## config.mk

```make
export PLATFORM = sky130hd
export DESIGN_NAME = bcd_gray_arbiter
export DESIGN_NICKNAME = d
export VERILOG_FILES = /design/src/rtl/bcd_gray_arbiter.sv
export SDC_FILE = /design/constraint.sdc
export NUM_CORES = 1
export LEC_CHECK = 0
export CAP_MARGIN = 40
export CELL_PAD_IN_SITES_DETAIL_PLACEMENT = 1
export CELL_PAD_IN_SITES_GLOBAL_PLACEMENT = 2
export CORE_MARGIN = 2
export CORE_UTILIZATION = 31
export CTS_BUF_LIST = sky130_fd_sc_hd__clkbuf_2
export CTS_CLUSTER_SIZE = 16
export DETAILED_ROUTE_END_ITERATION = 8
export GPL_TIMING_DRIVEN = 0
export MAX_ROUTING_LAYER = met4
export PLACE_DENSITY_LB_ADDON = 0.15
export SYNTH_ARGS = -nofsm -noshare
export SYNTH_HDL_FRONTEND = slang
export SYNTH_SLANG_ARGS = --single-unit
```

## constraint.sdc

```tcl
create_clock -name clk -period 6.9 [get_ports clk]
set_clock_uncertainty 0.15 [all_clocks]
set_input_delay 1.035 -clock clk [delete_from_list [all_inputs] [get_ports clk]]
set_output_delay 1.035 -clock clk [all_outputs]
set_load 0.01 [all_outputs]
```

## src/rtl/bcd_gray_arbiter.sv

```systemverilog
// Round-robin arbiter sharing one BCD-to-Gray converter between NREQ requesters.
// The converted digit is held, tagged with its requester, in a one-entry output register.
module bcd_gray_arbiter #(
    parameter int NREQ = 4,
    parameter int IDW  = 2
) (
    input  logic              clk,
    input  logic              rst_n,
    input  logic [NREQ-1:0]   req_valid,
    input  logic [4*NREQ-1:0] req_bcd,
    output logic [NREQ-1:0]   req_ready,
    output logic              out_valid,
    input  logic              out_ready,
    output logic [3:0]        out_gray,
    output logic [3:0]        out_bcd,
    output logic [IDW-1:0]    out_id,
    output logic              out_err,
    output logic [15:0]       conv_count
);

    typedef enum logic {
        EMPTY = 1'b0,
        FULL  = 1'b1
    } state_t;

    state_t         state;
    state_t         state_next;
    logic [IDW-1:0] ptr;
    logic [IDW-1:0] grant;
    logic [IDW-1:0] ptr_next;
    logic [IDW:0]   scan;
    logic           found;
    logic           can_accept;
    logic           accept;
    logic [3:0]     bcd_arr [NREQ];
    logic [3:0]     sel_bcd;
    logic [3:0]     sel_gray;

    for (genvar gi = 0; gi < NREQ; gi++) begin : g_unpack
        assign bcd_arr[gi] = req_bcd[4*gi +: 4];
    end

    // Scan from ptr upward with wrap; first valid requester wins.
    always_comb begin
        found = 1'b0;
        grant = '0;
        scan  = '0;
        for (int k = 0; k < NREQ; k++) begin
            scan = {1'b0, ptr} + (IDW+1)'(k);
            if (scan >= (IDW+1)'(NREQ)) begin
                scan = scan - (IDW+1)'(NREQ);
            end
            if (!found && req_valid[scan[IDW-1:0]]) begin
                found = 1'b1;
                grant = scan[IDW-1:0];
            end
        end
    end

    // Handshake: a transfer happens on a rising edge where valid and ready are both
    // high. req_ready goes only to the grantee, and only when the output register
    // is empty or is being drained in the same cycle; it is held low during reset.
    assign can_accept = rst_n && ((state == EMPTY) || out_ready);
    assign accept     = found && can_accept;
    assign sel_bcd    = bcd_arr[grant];
    assign sel_gray   = {sel_bcd[3], sel_bcd[3] ^ sel_bcd[2],
                         sel_bcd[2] ^ sel_bcd[1], sel_bcd[1] ^ sel_bcd[0]};
    assign ptr_next   = (grant == IDW'(NREQ-1)) ? '0 : grant + IDW'(1);
    assign out_valid  = (state == FULL);

    always_comb begin
        req_ready = '0;
        if (accept) begin
            req_ready[grant] = 1'b1;
        end
    end

    always_comb begin
        state_next = state;
        case (state)
            EMPTY: if (accept) state_next = FULL;
            FULL:  if (out_ready && !accept) state_next = EMPTY;
            default: state_next = EMPTY;
        endcase
    end

    always_ff @(posedge clk or negedge rst_n) begin
        if (!rst_n) begin
            state      <= EMPTY;
            ptr        <= '0;
            out_gray   <= '0;
            out_bcd    <= '0;
            out_id     <= '0;
            out_err    <= 1'b0;
            conv_count <= '0;
        end else begin
            state <= state_next;
            if (accept) begin
                out_gray   <= sel_gray;
                out_bcd    <= sel_bcd;
                out_id     <= grant;
                out_err    <= (sel_bcd > 4'd9);
                ptr        <= ptr_next;
                conv_count <= conv_count + 16'd1;
            end
        end
    end

endmodule
```

=== Yosys cells after proc, flatten, opt, wreduce, memory -nomap -nowiden ===
Index checks and enable logic that the tools add are counted.
Widths: inputs -> output; s select.

* Logic and storage cells: 76
* Register bits after elaboration: 30

* Order comparisons: 12
* Add/subtract/negate cells: 9
* Multiplexer cells: 30
* Equality and inequality tests: 1
* Bitwise logic cells: 5
* Reductions and logical operators: 12

{| class="wikitable"
|+ Operators by type and width
! operator !! count
|-
| $mux 2 || 9
|-
| $add 16x1->16 const B || 1
|-
| $lt 2x3->1 const B || 5
|-
| $ge 3x3->1 const B || 4
|-
| $mux 4 || 3
|-
| $mux 1 || 11
|-
| $bmux 1 s2 || 4
|-
| $bmux 4 s2 || 1
|-
| $sub 2x1->2 const B || 4
|-
| $logic_and 1x1->1 || 7
|-
| $add 2x2->3 const B || 2
|-
| $gt 4x4->1 const B || 1
|-
| $logic_not 1->1 || 4
|-
| $add 2x1->3 const B || 1
|-
| $ge 2x3->1 const B || 1
|-
| $not 2->3 || 1
|-
| $xor 1x1->1 || 3
|-
| $add 2x1->2 const B || 1
|-
| $demux 1 s2 || 1
|-
| $eq 2x2->1 const B || 1
|-
| $ge 2x1->1 const B || 1
|-
| $pmux 1 s2 || 1
|-
| $logic_or 1x1->1 || 1
|-
| $not 1->1 || 1
|}

=== Longest topological paths before layout ===
* Depth in word-level cells: 19
* Gate-level depth with buffers: 12
* Depth with buffers taken out: 10

=== Worst setup path after synthesis ===
Ideal clock, no wire load.

* Path kind: in2out
* Start point: in req_valid[2]
* End point: out req_ready[0]
* Cell stages on the path: 6
* Data required time: 5.715 ns
* Path slack: 3.437 ns
* Arrival time: 2.278 ns
* Cells stage by stage: mux2i_1 -> nor2_1 -> a311oi_4 -> inv_1 -> ha_1 -> and2_1

* Word-level cells in the longest chain between the ends: 17

{| class="wikitable"
|+ Ends and longest elaborated chain
! element !! line !! text
|-
| start: declaration || 9 || <nowiki>input logic [NREQ-1:0] req_valid,</nowiki>
|-
| $bmux 1 s2 || 53 || <nowiki>if (!found && req_valid[scan[IDW-1:0]]) begin</nowiki>
|-
| $mux 1 (implied by the code) || 53 ||
|-
| $mux 1 || 53 ||
|-
| $logic_not 1->1 || 53 ||
|-
| $logic_and 1x1->1 || 53 ||
|-
| $mux 1 || 53 ||
|-
| $logic_not 1->1 || 53 ||
|-
| $logic_and 1x1->1 || 53 ||
|-
| (+2 left out) || n/a ||
|-
| $logic_and 1x1->1 || 53 ||
|-
| $mux 2 * || 53 ||
|-
| named net grant[0] || 29 || <nowiki>logic [IDW-1:0] grant;</nowiki>
|-
| $lt 2x3->1 (implied by the code) / $ge 2x1->1 (equally long branches) || 74 || <nowiki>req_ready[grant] = 1'b1;</nowiki>
|-
| $logic_and 1x1->1 (implied by the code) || 74 ||
|-
| $mux 1 (implied by the code) || 74 ||
|-
| $demux 1 s2 * || 74 ||
|-
| $mux 4 * || 73 || <nowiki>if (accept) begin</nowiki>
|-
| end: declaration || 11 || <nowiki>output logic [NREQ-1:0] req_ready,</nowiki>
|}

The timed path passes the listed nets; every way through them passes the cells marked *. The select of a mux whose other input is x is not followed.

=== Worst setup path in the final report ===
* Start point: in req_valid[0]
* End point: out req_ready[0]

The elaborated chain is that of the path after synthesis.

==> qor.yml <==
rsz0062_at_grt: "false"
detail_route.wl_per_cell_um: 14.0
dpl.hpwl_mm: 3.28
leakage_nw: 1.02
ys_ff_latch: 29
first_pass_iters: 4
final-setup-viol-count: 0
cap_viol_max_count: 0
dp_cells: 282
synth.cell_area_um2: 1640
power_frac_clock_pct: 13.7
fin_cells: 290
postLayoutCoreUtil_pct: 45.5
outcome: "finished, final reports clean"
first_iter_violations: 29
max_slew_margin_pct: 53.0
max_clock_freq_ghz: 0.209
comb_power_share_pct: 46.0
ant_nets: 0
synth_top_area_share_pct: 44.2
peakVddDrop_mv: 0.0989
areaGrowthSynthToFinish_pct: 41.6
cp.required_ns: 5.71
cpPeakStageDelay_ns: 0.65
drive_above_1_share_pct: 11.8
finalWeightedCongestion: 0.744
synth.area.mux_share_pct: 7.93
finalCriticalPeriod_ns: 4.79
routed_wl_mm: 4.06
grt_max_degree: 19
grt_pass1_vias: 1510
synthAdderAreaFrac_pct: 6.10
grtUsageTotal_pct: 15.4
antenna_cells: 0
synthSimpleGateAreaFrac_pct: 16.7
synth_top_family_by_area: "simple AND/OR/NAND/NOR gates"
io_buffers: 54
vias: 1365
rows: 26
ys_seq_area_share_pct: 44.2
io_pins: 55
avgSynthCellArea_um2: 10.5
overflow: 0
powerDensity_nw_per_um2: 270
cts_tree: "yes"
sequentialPowerShare_pct: 40.3
critPathLaunchType: "input pin"
swShare_pct: 36.0
synth.distinct_cells: 35
crit_arrival_ns: 3.60
postCtsSetupBuffers: 0
cts_root_buf: "clkbuf_2"
fin_crit_sh_pct: 69.4
synth-xor-area-share_pct: 10.1
synth_compound_area_share_pct: 10.3
synth_top_area_cell: "dfrtp_1"
setup-tns-final_ns: 0
fin_nets: 250
p_sw_mw: 0.226
start_util_pct: 32.1
clock_sinks: 29
hold_path_class: "flop to flop"
holdWs_ns: 0.340
crit_chain: "clkdlybuf4s50_1 > mux2i_1 > nor2_1 > a311oi_4 > inv_1 > ha_1 > and2_1 > clkdlybuf4s50_1"
ctsHoldBuffers: 0
dieWidth_um: 76.8
crit_path_top_delay_cell: "a311oi_4"
vias_per_cell: 4.71
endpoint_kind: "primary output"
maxSlewViolCount: 0
syn_nets: 188
cts_resized: 0
h-tree-depth: 2
tightest_slew_ns: 0.705
grt_pass1_wl_mm: 7.11
synth_warnings: 0
synthTopCellsByArea: "dfrtp_1 44%, xnor2_1 8.0%, ha_1 6.1%, nand2_1 5.9%, mux2i_1 4.3%"
crit_type: "input pin to primary output"
cp_common_cell: "clkdlybuf4s50_1"
clk_pin_slew_ns: 0.13
p_int_mw: 0.401
die_area_um2: 5890
hold_viol_final: 0
grt_antenna_before_repair: 0
cp_max_fo: 11
coreArea_um2: 5110
die_y_um: 76.8
cts_made_buffers: 5
clk_latency_ns: 0.35
route.detailed.drc: 0
synth_cells: 157
max-clock-path-buffers: 2
==> per-layer routing <==
metal | vias to the layer above | GRT usage, % | wire length [um]
met1 | 660 | 16.7 | 1650
met4 | 0 | 5.45 | 66
met5 | - | - | 0
met2 | 41 | 27.7 | 2140
li1 | 658 | - | -
met3 | 6 | 3.41 | 204
==> power groups by stage <==
stage / clock [mW] / combinational [mW] / sequential, mW
final: 0.0859 / 0.288 / 0.252
after global routing: 0.0973 / 0.319 / 0.260
after CTS: 0.0907 / 0.294 / 0.253
after detailed placement: 0 / 0.292 / 0.257
after global placement: 0 / 0.283 / 0.252
after floorplan: 0 / 0.138 / 0.267
==> registers in the layout (all words and copies together), names as in the netlist <==
register    cells
conv_count     16
out_bcd         3
out_err         1
out_gray        4
out_id          2
out_valid       1
ptr             2
==> cells by family (layout without fill, tap and decap cells) <==
group | after synthesis | in the layout
XOR/XNOR | 19 | 19
AO/OA/AOI/OAI | 22 | 22
multiplexers | 11 | 11
buffers and inverters | 14 | 77
adder cells (fa/ha/maj) | 8 | 8
flip-flops | 29 | 29
AND/OR/NAND/NOR | 54 | 54
==> layout by cell type (no fill, tap or decap), types with 2 or more instances in the layout <==
cell / netlist / final
clkdlybuf4s50_1: 0 / 54
dfrtp_1: 29 / 29
nand2_1: 26 / 26
xnor2_1: 15 / 15
ha_1: 8 / 8
clkbuf_2: 0 / 8
inv_1: 7 / 7
mux2i_1: 7 / 7
nand3_1: 6 / 6
nor2_1: 5 / 5
a21oi_1: 4 / 4
o21ai_1: 4 / 4
mux2_4: 4 / 4
and2_1: 4 / 4
o21ai_0: 4 / 4
xor2_1: 4 / 4
nand2b_1: 3 / 3
buf_6: 2 / 2
buf_4: 2 / 2
o21ai_2: 2 / 2
o211ai_1: 2 / 2
and3_1: 2 / 2
nand3_2: 2 / 2
nand4_1: 2 / 2
==> worst paths after layout <==
check,start,endpoint,slack [ns],cells past startpoint
max in group asynchronous,rst_n,conv_count[8]$_DFFE_PN0P_,5.16,2
min,conv_count[15]$_DFFE_PN0P_,conv_count[15]$_DFFE_PN0P_,0.34,1
max,req_valid[0],req_ready[0],2.11,8
min reg2reg,conv_count[15]$_DFFE_PN0P_,conv_count[15]$_DFFE_PN0P_,0.34,1
min in group asynchronous,rst_n,out_valid$_DFF_PN0_,0.89,1
max reg2reg,ptr[1]$_DFFE_PN0P_,out_err$_DFFE_PN0P_,4.17,9
==> layout make-up <==
cell class	instances	area (um2)
sequential	29	726
multi-input combinational	114	840
buffer	7	50.0
tap	70	87.6
timing repair buffer	55	556
inverter	7	26.3
fill	596	2780
clock buffer	8	40.0
==> worst max-delay path, delay by kind of cell <==
kind | cells | cell delay [ns]
mux | 1 | 0.21
simple gates | 2 | 0.22
buf+inv | 3 | 1.22
fa+ha+maj | 1 | 0.25
compound gates | 1 | 0.65
==> cell usage after synthesis, drive strengths merged <==
| master | instances |
|---|---|
| and4 | 1 |
| nand2b | 3 |
| and3 | 3 |
| mux2i | 7 |
| o221ai | 1 |
| nand4 | 2 |
| o41ai | 1 |
| and2 | 4 |
| inv | 7 |
| o211a | 1 |
| o2bb2a | 1 |
| a21oi | 4 |
| mux2 | 4 |
| nor2b | 1 |
| dfrtp | 29 |
| o21ai | 10 |
| buf | 6 |
| xor2 | 4 |
| nand2 | 26 |
| a31oi | 1 |
| ha | 8 |
| nor2 | 5 |
| a311oi | 1 |
| o211ai | 2 |
| and3b | 1 |
| clkbuf | 1 |
| nand3 | 8 |
| xnor2 | 15 |
==> through the flow <==
stage | setup WS, ns | power (mW) | instance area (um2)
2_1_floorplan | 3.44 | 0.404 | 1640
3_3_place_gp | 1.41 | 0.535 | 2270
3_5_place_dp | 2.06 | 0.549 | 2280
4_1_cts | 2.03 | 0.638 | 2320
5_1_grt | 1.83 | 0.677 | 2320
6_report | 2.11 | 0.627 | 2320
Power figures use the tool's default switching activity.
